**config.mk**
```make
export PLATFORM = sky130hd
export DESIGN_NAME = key_expand_seq
export DESIGN_NICKNAME = d
export VERILOG_FILES = /design/src/rtl/key_expand_seq.sv
export SDC_FILE = /design/constraint.sdc
export NUM_CORES = 2
export LEC_CHECK = 0
export CAP_MARGIN = 20
export CORE_ASPECT_RATIO = 0.9
export CORE_UTILIZATION = 55
export CTS_BUF_LIST = sky130_fd_sc_hd__clkbuf_16
export DETAILED_ROUTE_END_ITERATION = 10
export PLACE_DENSITY_LB_ADDON = 0.25
export SLEW_MARGIN = 20
export SYNTH_ARGS = -nofsm -noshare
export SYNTH_HDL_FRONTEND = slang
export SYNTH_SLANG_ARGS = --single-unit
```
**constraint.sdc**
```tcl
create_clock -name clk -period 18.2 [get_ports clk]
set_input_delay 3.64 -clock clk [delete_from_list [all_inputs] [get_ports clk]]
set_output_delay 3.64 -clock clk [all_outputs]
set_load 0.01 [all_outputs]
```
**src/rtl/key_expand_seq.sv**
```systemverilog
// Sequential AES key expansion: one 32-bit word per cycle, round keys streamed out with a valid/ready handshake.
// Optional feature: define KEYEXP_ABORT_EN to add an abort input that cancels a running expansion.
module key_expand_seq #(
  parameter int MAX_NK   = 8,
  parameter int RK_IDX_W = 4
) (
  input  logic                clk,
  input  logic                rst_n,
  input  logic                start,
  input  logic [1:0]          key_len,
  input  logic [255:0]        key_in,
  input  logic                rk_ready,
`ifdef KEYEXP_ABORT_EN
  input  logic                abort,
`endif
  output logic                rk_valid,
  output logic [RK_IDX_W-1:0] rk_idx,
  output logic [127:0]        round_key,
  output logic                busy,
  output logic                done
);

  typedef enum logic [1:0] {IDLE, EXPAND, HOLD} state_t;

  state_t        state, state_nxt;
  logic [255:0]  key_q;
  logic [3:0]    nk_q, nr_q, nk_s, nr_s;
  logic [5:0]    total_q, word_cnt;
  logic [2:0]    mod_cnt;
  logic [7:0]    rcon;
  logic [31:0]   w_buf [MAX_NK];
  logic [31:0]   temp, w_old, sub_in, sub_out, temp_mod, word_new;
  logic          legal_start, stall, last_accept, gen, kill;

  function automatic logic [7:0] xtime(input logic [7:0] b);
    return {b[6:0], 1'b0} ^ (b[7] ? 8'h1b : 8'h00);
  endfunction

  function automatic logic [7:0] gf_mul(input logic [7:0] a, input logic [7:0] b);
    logic [7:0] p, aa;
    p  = '0;
    aa = a;
    for (int k = 0; k < 8; k++) begin
      if (b[k]) p = p ^ aa;
      aa = xtime(aa);
    end
    return p;
  endfunction

  // S-box as multiplicative inverse (x^254) followed by the AES affine map.
  function automatic logic [7:0] sbox(input logic [7:0] x);
    logic [7:0] sq, inv;
    sq  = x;
    inv = 8'h01;
    for (int k = 1; k < 8; k++) begin
      sq  = gf_mul(sq, sq);
      inv = gf_mul(inv, sq);
    end
    return inv ^ {inv[6:0], inv[7]} ^ {inv[5:0], inv[7:6]} ^
           {inv[4:0], inv[7:5]} ^ {inv[3:0], inv[7:4]} ^ 8'h63;
  endfunction

  function automatic logic [31:0] sub_word(input logic [31:0] w);
    return {sbox(w[31:24]), sbox(w[23:16]), sbox(w[15:8]), sbox(w[7:0])};
  endfunction

  function automatic logic [3:0] nk_of(input logic [1:0] len);
    case (len)
      2'b00:   return 4'd4;
      2'b01:   return 4'd6;
      2'b10:   return 4'd8;
      default: return 4'd0;
    endcase
  endfunction

  assign nk_s        = nk_of(key_len);
  assign nr_s        = nk_s + 4'd6;
  assign legal_start = start && (state == IDLE) && (key_len != 2'b11) &&
                       (int'(nk_s) <= MAX_NK);
  assign stall       = rk_valid && !rk_ready;
  assign busy        = (state != IDLE);
  assign gen         = busy && !stall && (word_cnt != total_q);
`ifdef KEYEXP_ABORT_EN
  assign kill        = abort && busy;
`else
  assign kill        = 1'b0;
`endif
  assign last_accept = rk_valid && rk_ready && (rk_idx == RK_IDX_W'(nr_q));
  assign done        = last_accept && !kill;

  always_ff @(posedge clk or negedge rst_n) begin
    if (!rst_n) state <= IDLE;
    else        state <= state_nxt;
  end

  always_comb begin
    // NOTE: every always_comb output gets a default first so no path can infer a latch.
    state_nxt = state;
    case (state)
      IDLE:    if (legal_start) state_nxt = EXPAND;
      EXPAND:  if (last_accept) state_nxt = IDLE;
               else if (stall)  state_nxt = HOLD;
      HOLD:    if (last_accept) state_nxt = IDLE;
               else if (rk_ready) state_nxt = EXPAND;
      default: state_nxt = IDLE;
    endcase
    if (kill) state_nxt = IDLE;
  end

  // w_buf[0] is w[i-1]; w_buf[nk-1] is w[i-nk].
  always_comb begin
    temp  = w_buf[0];
    w_old = w_buf[0];
    for (int j = 0; j < MAX_NK; j++)
      if (j == int'(nk_q) - 1) w_old = w_buf[j];
    sub_in  = (mod_cnt == 3'd0) ? {temp[23:0], temp[31:24]} : temp;
    sub_out = sub_word(sub_in);
    if (mod_cnt == 3'd0)                         temp_mod = sub_out ^ {rcon, 24'h0};
    else if (nk_q == 4'd8 && mod_cnt == 3'd4)    temp_mod = sub_out;
    else                                         temp_mod = temp;
    word_new = (word_cnt < {2'b00, nk_q}) ? key_q[255:224] : (w_old ^ temp_mod);
  end

  always_ff @(posedge clk or negedge rst_n) begin
    if (!rst_n) begin
      key_q     <= '0;
      nk_q      <= '0;
      nr_q      <= '0;
      total_q   <= '0;
      word_cnt  <= '0;
      mod_cnt   <= '0;
      rcon      <= 8'h01;
      rk_valid  <= 1'b0;
      rk_idx    <= '0;
      round_key <= '0;
      // NOTE: the word history is a small register array, so it is reset like any other state.
      for (int j = 0; j < MAX_NK; j++) w_buf[j] <= '0;
    end else if (kill) begin
      word_cnt  <= '0;
      mod_cnt   <= '0;
      rcon      <= 8'h01;
      rk_valid  <= 1'b0;
      rk_idx    <= '0;
      round_key <= '0;
      for (int j = 0; j < MAX_NK; j++) w_buf[j] <= '0;
    end else if (legal_start) begin
      key_q    <= key_in;
      nk_q     <= nk_s;
      nr_q     <= nr_s;
      total_q  <= {nr_s + 4'd1, 2'b00};
      word_cnt <= '0;
      mod_cnt  <= '0;
      rcon     <= 8'h01;
      rk_valid <= 1'b0;
    end else begin
      if (rk_valid && rk_ready) rk_valid <= 1'b0;
      if (gen) begin
        w_buf[0] <= word_new;
        for (int j = 1; j < MAX_NK; j++) w_buf[j] <= w_buf[j-1];
        key_q    <= {key_q[223:0], 32'h0};
        word_cnt <= word_cnt + 6'd1;
        mod_cnt  <= ({1'b0, mod_cnt} == nk_q - 4'd1) ? 3'd0 : mod_cnt + 3'd1;
        if (word_cnt >= {2'b00, nk_q} && mod_cnt == 3'd0) rcon <= xtime(rcon);
        // Fourth word of a group completes a round key.
        if (word_cnt[1:0] == 2'b11) begin
          round_key <= {w_buf[2], w_buf[1], w_buf[0], word_new};
          rk_valid  <= 1'b1;
          rk_idx    <= RK_IDX_W'(word_cnt[5:2]);
        end
      end
    end
  end

endmodule

```
======== After elaboration in Yosys (flattened, before gate mapping) ========
Index checks and enable logic that the tools add are counted.
storage, ports and cells
  register bits after elaboration ......... 676
  latch bits .............................. 0
  RAM bits ................................ 0
  bits in read-only memories .............. 0
  word-level logic and storage cells ...... 1696
  memories kept ........................... 0
cells by class
  add/subtract/negate cells ............... 6
  $mul .................................... 0
  div/mod/pow operators ................... 0
  order comparisons ....................... 3
  equality and inequality tests ........... 21
  shifts and indexed selects .............. 0
  mux-type cells .......................... 845
  bitwise gates (word level) .............. 780
  reduce and logical (&&, ||, !) cells .... 22
operators with widths
  operator             number
  $mux 8               423
  $xor 8x8->8          380
  $xor 8x5->8          365
  $mux 5               369
  $mux 256             2
  $mux 32              11
  $xor 32x32->32       2
  $mux 6               6
  $mux 7               4
  $not 1->1 const A    28
  $mux 3               7
  $eq 4x5->1 const A   4
  $mux 2               9
  $mux 4               4
  $not 4->4            4
  $pmux 4 s3           1
  $eq 3x5->1 const A   2
  $logic_and 1x1->1    10
  $mux 1               8
  $add 6x1->6 const B  1
  $eq 2x2->1 const B   3
  $ge 6x4->1           1
  $lt 6x4->1           1
  $ne 3x3->1 const B   2
  22 further kinds     30

======== Longest topological paths before layout ========
  depth after elaboration ................. 138
  mapped depth ............................ 79
  gate-level depth less buffers ........... 67

======== Least setup slack after synthesis ========
Ideal clock, no wire load.
  path type ............................... register -> register
  from .................................... register mod_cnt[0]
  to ...................................... register round_key[11]
  arrival time ............................ 17.744 ns
  required time ........................... 18.074 ns
  path slack .............................. 0.330 ns
  stages on the path, launching flop included .. 74
  path through ............................ dfrtp_1 -> inv_1 -> ha_1 -> nor2b_1 -> buf_6 -> mux2i_1 -> inv_1 -> ha_1 -> clkbuf_1 -> xor2_1 -> nor2_1 -> xnor2_2 -> xor2_1 -> inv_1 -> buf_2 -> buf_1 -> ha_1 -> xnor3_1 -> (+38 left out) -> mux2i_1 -> xnor2_1 -> o221ai_1 -> xnor2_1 -> nor2_1 -> o32ai_1 -> nor2_1 -> or3_1 -> a21oi_1 -> o21ai_1 -> and4_1 -> clkbuf_1 -> or2_1 -> a2111oi_2 -> xnor3_1 -> xnor3_1 -> nor2_1 -> o32a_1
between the ends
  cells in the longest elaborated chain, start to end .. 134
RTL lines
  item                                               RTL line  source
  from (decl)                                        29        logic [2:0] mod_cnt;
  from (signal assigned)                             162       mod_cnt <= ({1'b0, mod_cnt} == nk_q - 4'd1) ? 3'd0 : mod_cnt + 3'd1;
  $logic_not 3->1                                    116, 118
  $mux 32                                            116       sub_in = (mod_cnt == 3'd0) ? {temp[23:0], temp[31:24]} : temp;
  $mux 5, or another cell as far along               36        return {b[6:0], 1'b0} ^ (b[7] ? 8'h1b : 8'h00);
  $xor 8x5->8 / $xor 8x8->8 (equally long branches)  36, 44
  $xor 8x8->8 / $mux 8 (equally long branches)       44        if (b[k]) p = p ^ aa;
  $mux 8 / $xor 8x8->8 (equally long branches)       44
  $xor 8x8->8 / $mux 8 (equally long branches)       44
  $mux 8 / $xor 8x8->8 (equally long branches)       44
  (+116 left out)                                    -
  $xor 8x8->8                                        44
  $mux 8                                             44
  $xor 8x8->8 (3 in a row)                           59        return inv ^ {inv[6:0], inv[7]} ^ {inv[5:0], inv[7:6]} ^
  $xor 8x8->8                                        60        {inv[4:0], inv[7:5]} ^ {inv[3:0], inv[7:4]} ^ 8'h63;
  $mux 32 / $xor 32x32->32 (equally long branches)   119, 118
  $mux 32 (*)                                        118       if (mod_cnt == 3'd0) temp_mod = sub_out ^ {rcon, 24'h0};
  $xor 32x32->32 (*)                                 121       word_new = (word_cnt < {2'b00, nk_q}) ? key_q[255:224] : (w_old ^ temp_mod);
  $mux 32 (*)                                        121
  to (signal assigned)                               166       round_key <= {w_buf[2], w_buf[1], w_buf[0], word_new};
  to (decl)                                          18        output logic [127:0] round_key,
Every way passes the cells marked *; elsewhere a longest branch is shown, timed or not.
A chain may end at the register's enable or synchronous reset.

======== Worst setup path in the final report ========
  from .................................... register mod_cnt[0]
  to ...................................... register w_buf (netlist bit temp[29])
between the ends
  cells in the longest elaborated chain, start to end .. 135
RTL lines
  item                                               RTL line  source
  $logic_not 3->1                                    116, 118
  $mux 32                                            116
  $mux 5, or another cell as far along               36
  $xor 8x5->8 / $xor 8x8->8 (equally long branches)  36, 44
  $xor 8x8->8 / $mux 8 (equally long branches)       44
  $mux 8 / $xor 8x8->8 (equally long branches)       44
  $xor 8x8->8 / $mux 8 (equally long branches)       44
  $mux 8 / $xor 8x8->8 (equally long branches)       44
  (+117 left out)                                    -
  $mux 8                                             44
  $xor 8x8->8 (3 in a row)                           59
  $xor 8x8->8                                        60
  $not 4->4 (no source line)                         -
  $mux 32 / $xor 32x32->32 (equally long branches)   119, 118
  $mux 32 (*)                                        118
  $xor 32x32->32 (*)                                 121
  $mux 32 (*)                                        121
  to (decl)                                          31        logic [31:0] w_buf [MAX_NK];
Marked as above.

==> results.md <==
- Status: finished, final reports clean
- Crit path required time: 18.73 ns
- Setup crit end kind: flip-flop
- Synth top area share: 18.7%
- Gr usage total: 34.7%
- Crit path DAT: 17.99 ns
- Initial DRC count: 9231
- Depth of the CTS H-tree: 3
- Clk root buf: clkbuf_16
- Post-synth EDFFs: 0
- Die area: 0.165 mm2
- Seq/Total Area, Yosys: 18.7%
- # nets final: 12200
- CTS buffer count: 72
- Worst-Skew Late Latency: 0.68 ns
- Clock sinks: 671
- First-pass iteration count of the detailed router: 6
- Min Clock Period, post-route: 17.46 ns
- Max_slew headroom: 18.3%
- Max-slew violations: 0
- Final Hold Vio Count: 0
- Number of vias per cell: 6.08
- Initial Utilization: 55.5%
- Mapped Cells: 11600
- Core footprint: 0.162 mm2
- Sum Neg Setup Slack: 0 ns
- Die Ht: 385 um
- Ys async rst share: 100%
- Top cells by area, synth: dfrtp_1, xnor2_1, nand2_1
- Wire per inst: 21.3 um
- Crit Path Max Fanout: 29
- Placed Cells: 13800
- Layout Cells excl Fill: 14100
- CP peak stage delay: 0.76 ns
- I/O pin cnt: 397
- First-pass GRT wire length: 464 mm
- Initial antenna violation count: 17
- Seq cells post-synth: 671
- Max cap viols: 0
- Mapped Nets: 11900
- Area grow syn2layout: 13.0%
- Period utilization: 96.0%
- CP startpoint kind: flip-flop
- Worst Max-Slew Pin Slew: 1.23 ns
- Yosys warns: 0
- Area leader, netlist: dfrtp_1
- Grt ovf: 0
- Fill cells: 14200
- Clock slew seen by the registers of the worst setup and hold paths: 0.07 ns
- # DRC: 0
- Mapped cell area: 0.0899 mm2
- Deepest clock path buffer count: 3
- Primary FF master, synth: dfrtp_1
- Crit path max-delay cell type: xor3_2
- Final antenna-violating net count: 0
- I/O Buffers: 396
- Post-DP HPWL: 216 mm
- Clk_skew: 0.0537 ns
- Largest net degree at the start of global routing: 231
- Min-delay worst type: flip-flop to flip-flop
- Fin Hold WS: 0.459 ns
- Final wirelength: 300 mm
- Cell Rows: 140
- Via count: 85500
- CTS tree: built
- Share of cells above drive strength 1: 11.1%
- Class of the most critical setup path: flip-flop to flip-flop
- Routability Congestion: 0.982
- Synth unique cells: 140
- Final core occ: 62.7%
- Die width: 428 um
- Max Clk Rate: 57.3 MHz
- Avg Cell Area, Syn: 7.73 um2
- Number of global-route vias before repair: 79900
- Setup-failing EPs final: 0
cell usage in the layout (no fill, tap or decap), types with 260 or more instances in the layout:
cell | netlist | routed
nor2_1 | 1339 | 1334
xnor2_1 | 1679 | 1586
o21ai_0 | 393 | 390
clkdlybuf4s50_1 | 0 | 395
dfrtp_1 | 670 | 670
xor2_1 | 517 | 487
a21oi_1 | 553 | 549
nand2_1 | 2393 | 2389
a22oi_1 | 285 | 285
buf_4 | 50 | 552
mux2i_1 | 269 | 260
metrics by stage:
stage                     worst slack [ns]  area [um2]
after CTS                          0.00886       99400
after floorplan                      0.330       89900
after global placement              -0.340       96700
after detailed placement            -0.338       96700
final                                0.736      102000
after global routing                -0.188      102000
cells by family after synthesis:
| logic type | after synthesis | share of synthesized area, % |
|---|---|---|
| simple gates | 4686 | 21.9 |
| fa+ha+maj | 38 | 0.526 |
| compound gates | 2249 | 16.6 |
| xor+xnor | 2717 | 33.5 |
| flops | 671 | 18.7 |
| buf+inv | 908 | 4.61 |
| mux | 360 | 4.29 |
critical path, delay by kind of cell (launching register included):
kind | cells | cell delay [ns]
XOR/XNOR | 29 | 9.24
multiplexers | 2 | 0.79
buffers and inverters | 4 | 0.82
adder cells (fa/ha/maj) | 2 | 0.77
flip-flops | 1 | 0.42
AND/OR/NAND/NOR | 13 | 2.53
AO/OA/AOI/OAI | 11 | 2.69
flip-flops by register name (all words and copies together) (netlist names):
| signal | count |
|---|---|
| key_q | 256 |
| w_buf | 224 |
| round_key | 128 |
| temp | 32 |
| rcon | 8 |
| word_cnt | 6 |
| rk_idx | 4 |
| mod_cnt | 3 |
| nk_q | 3 |
| total_q | 3 |
| state | 2 |
| nr_q | 1 |
| rk_valid | 1 |
final timing paths:
| kind | end | cells after the start | slack (ns) | from |
|---|---|---|---|---|
| max in group asynchronous | w_buf[222] | 3 | 12.88 | rst_n |
| min in group asynchronous | key_q[117] | 1 | 3.02 | rst_n |
| min reg2reg | w_buf[91] | 2 | 0.46 | w_buf[123] |
| max | temp[29] | 61 | 0.74 | mod_cnt[0] |
| max reg2reg | temp[29] | 61 | 0.74 | mod_cnt[0] |
| min | w_buf[91] | 2 | 0.46 | w_buf[123] |
cells in the mapped netlist (all sizes together) (24+ instances only):
library cell	count
or3	50
o21ai	466
a311oi	26
a211o	24
xnor2	1853
nand2b	71
ha	37
inv	95
nand4	38
mux2	70
o22ai	131
buf	267
nor4	30
a21oi	558
a21o	33
a211oi	118
and3	46
a22oi	290
o31ai	45
mux2i	288
or2	27
a31oi	89
xor2	578
a32oi	33
nor2	1351
nand2	2396
dfrtp	670
clkbuf	531
nand3	246
nor2b	60
xnor3	266
o221ai	36
o21a	38
and2	56
nor3	225
o211ai	88
a221oi	40
area by class of cell:
cell class | instances | area, um2 | share of cell area, %
Antenna cell | 12 | 30.0 | 0.0296
Clock buffer | 72 | 1800 | 1.77
Clock inverter | 60 | 714 | 0.703
Inverter | 108 | 409 | 0.403
Multi-Input combinational cell | 10100 | 70800 | 69.7
Sequential cell | 671 | 16800 | 16.5
Tap cell | 2130 | 2670 | 2.62
Timing Repair Buffer | 962 | 8370 | 8.24
what timing repair did:
action                                  4_1_cts  5_1_grt
cloned                                        0        3
endpoints found under the setup margin       46       64
resized for setup                            23      173
pin swaps                                     2       44
buffers inserted                              3       97
hold buffers                                  0        0
layer usage:
layer  global-route usage, %  part of all wire (%)  vias up
met4                    12.7                   3.7        4
met1                    47.4                    42    41400
met2                    56.8                    47     3508
met5                       0                 0.011        -
met3                    4.02                   7.3      538
li1                        -                     -    40000
Power is not shown: default switching activity piles up to over one toggle a cycle in this logic, so the estimate is an artifact.
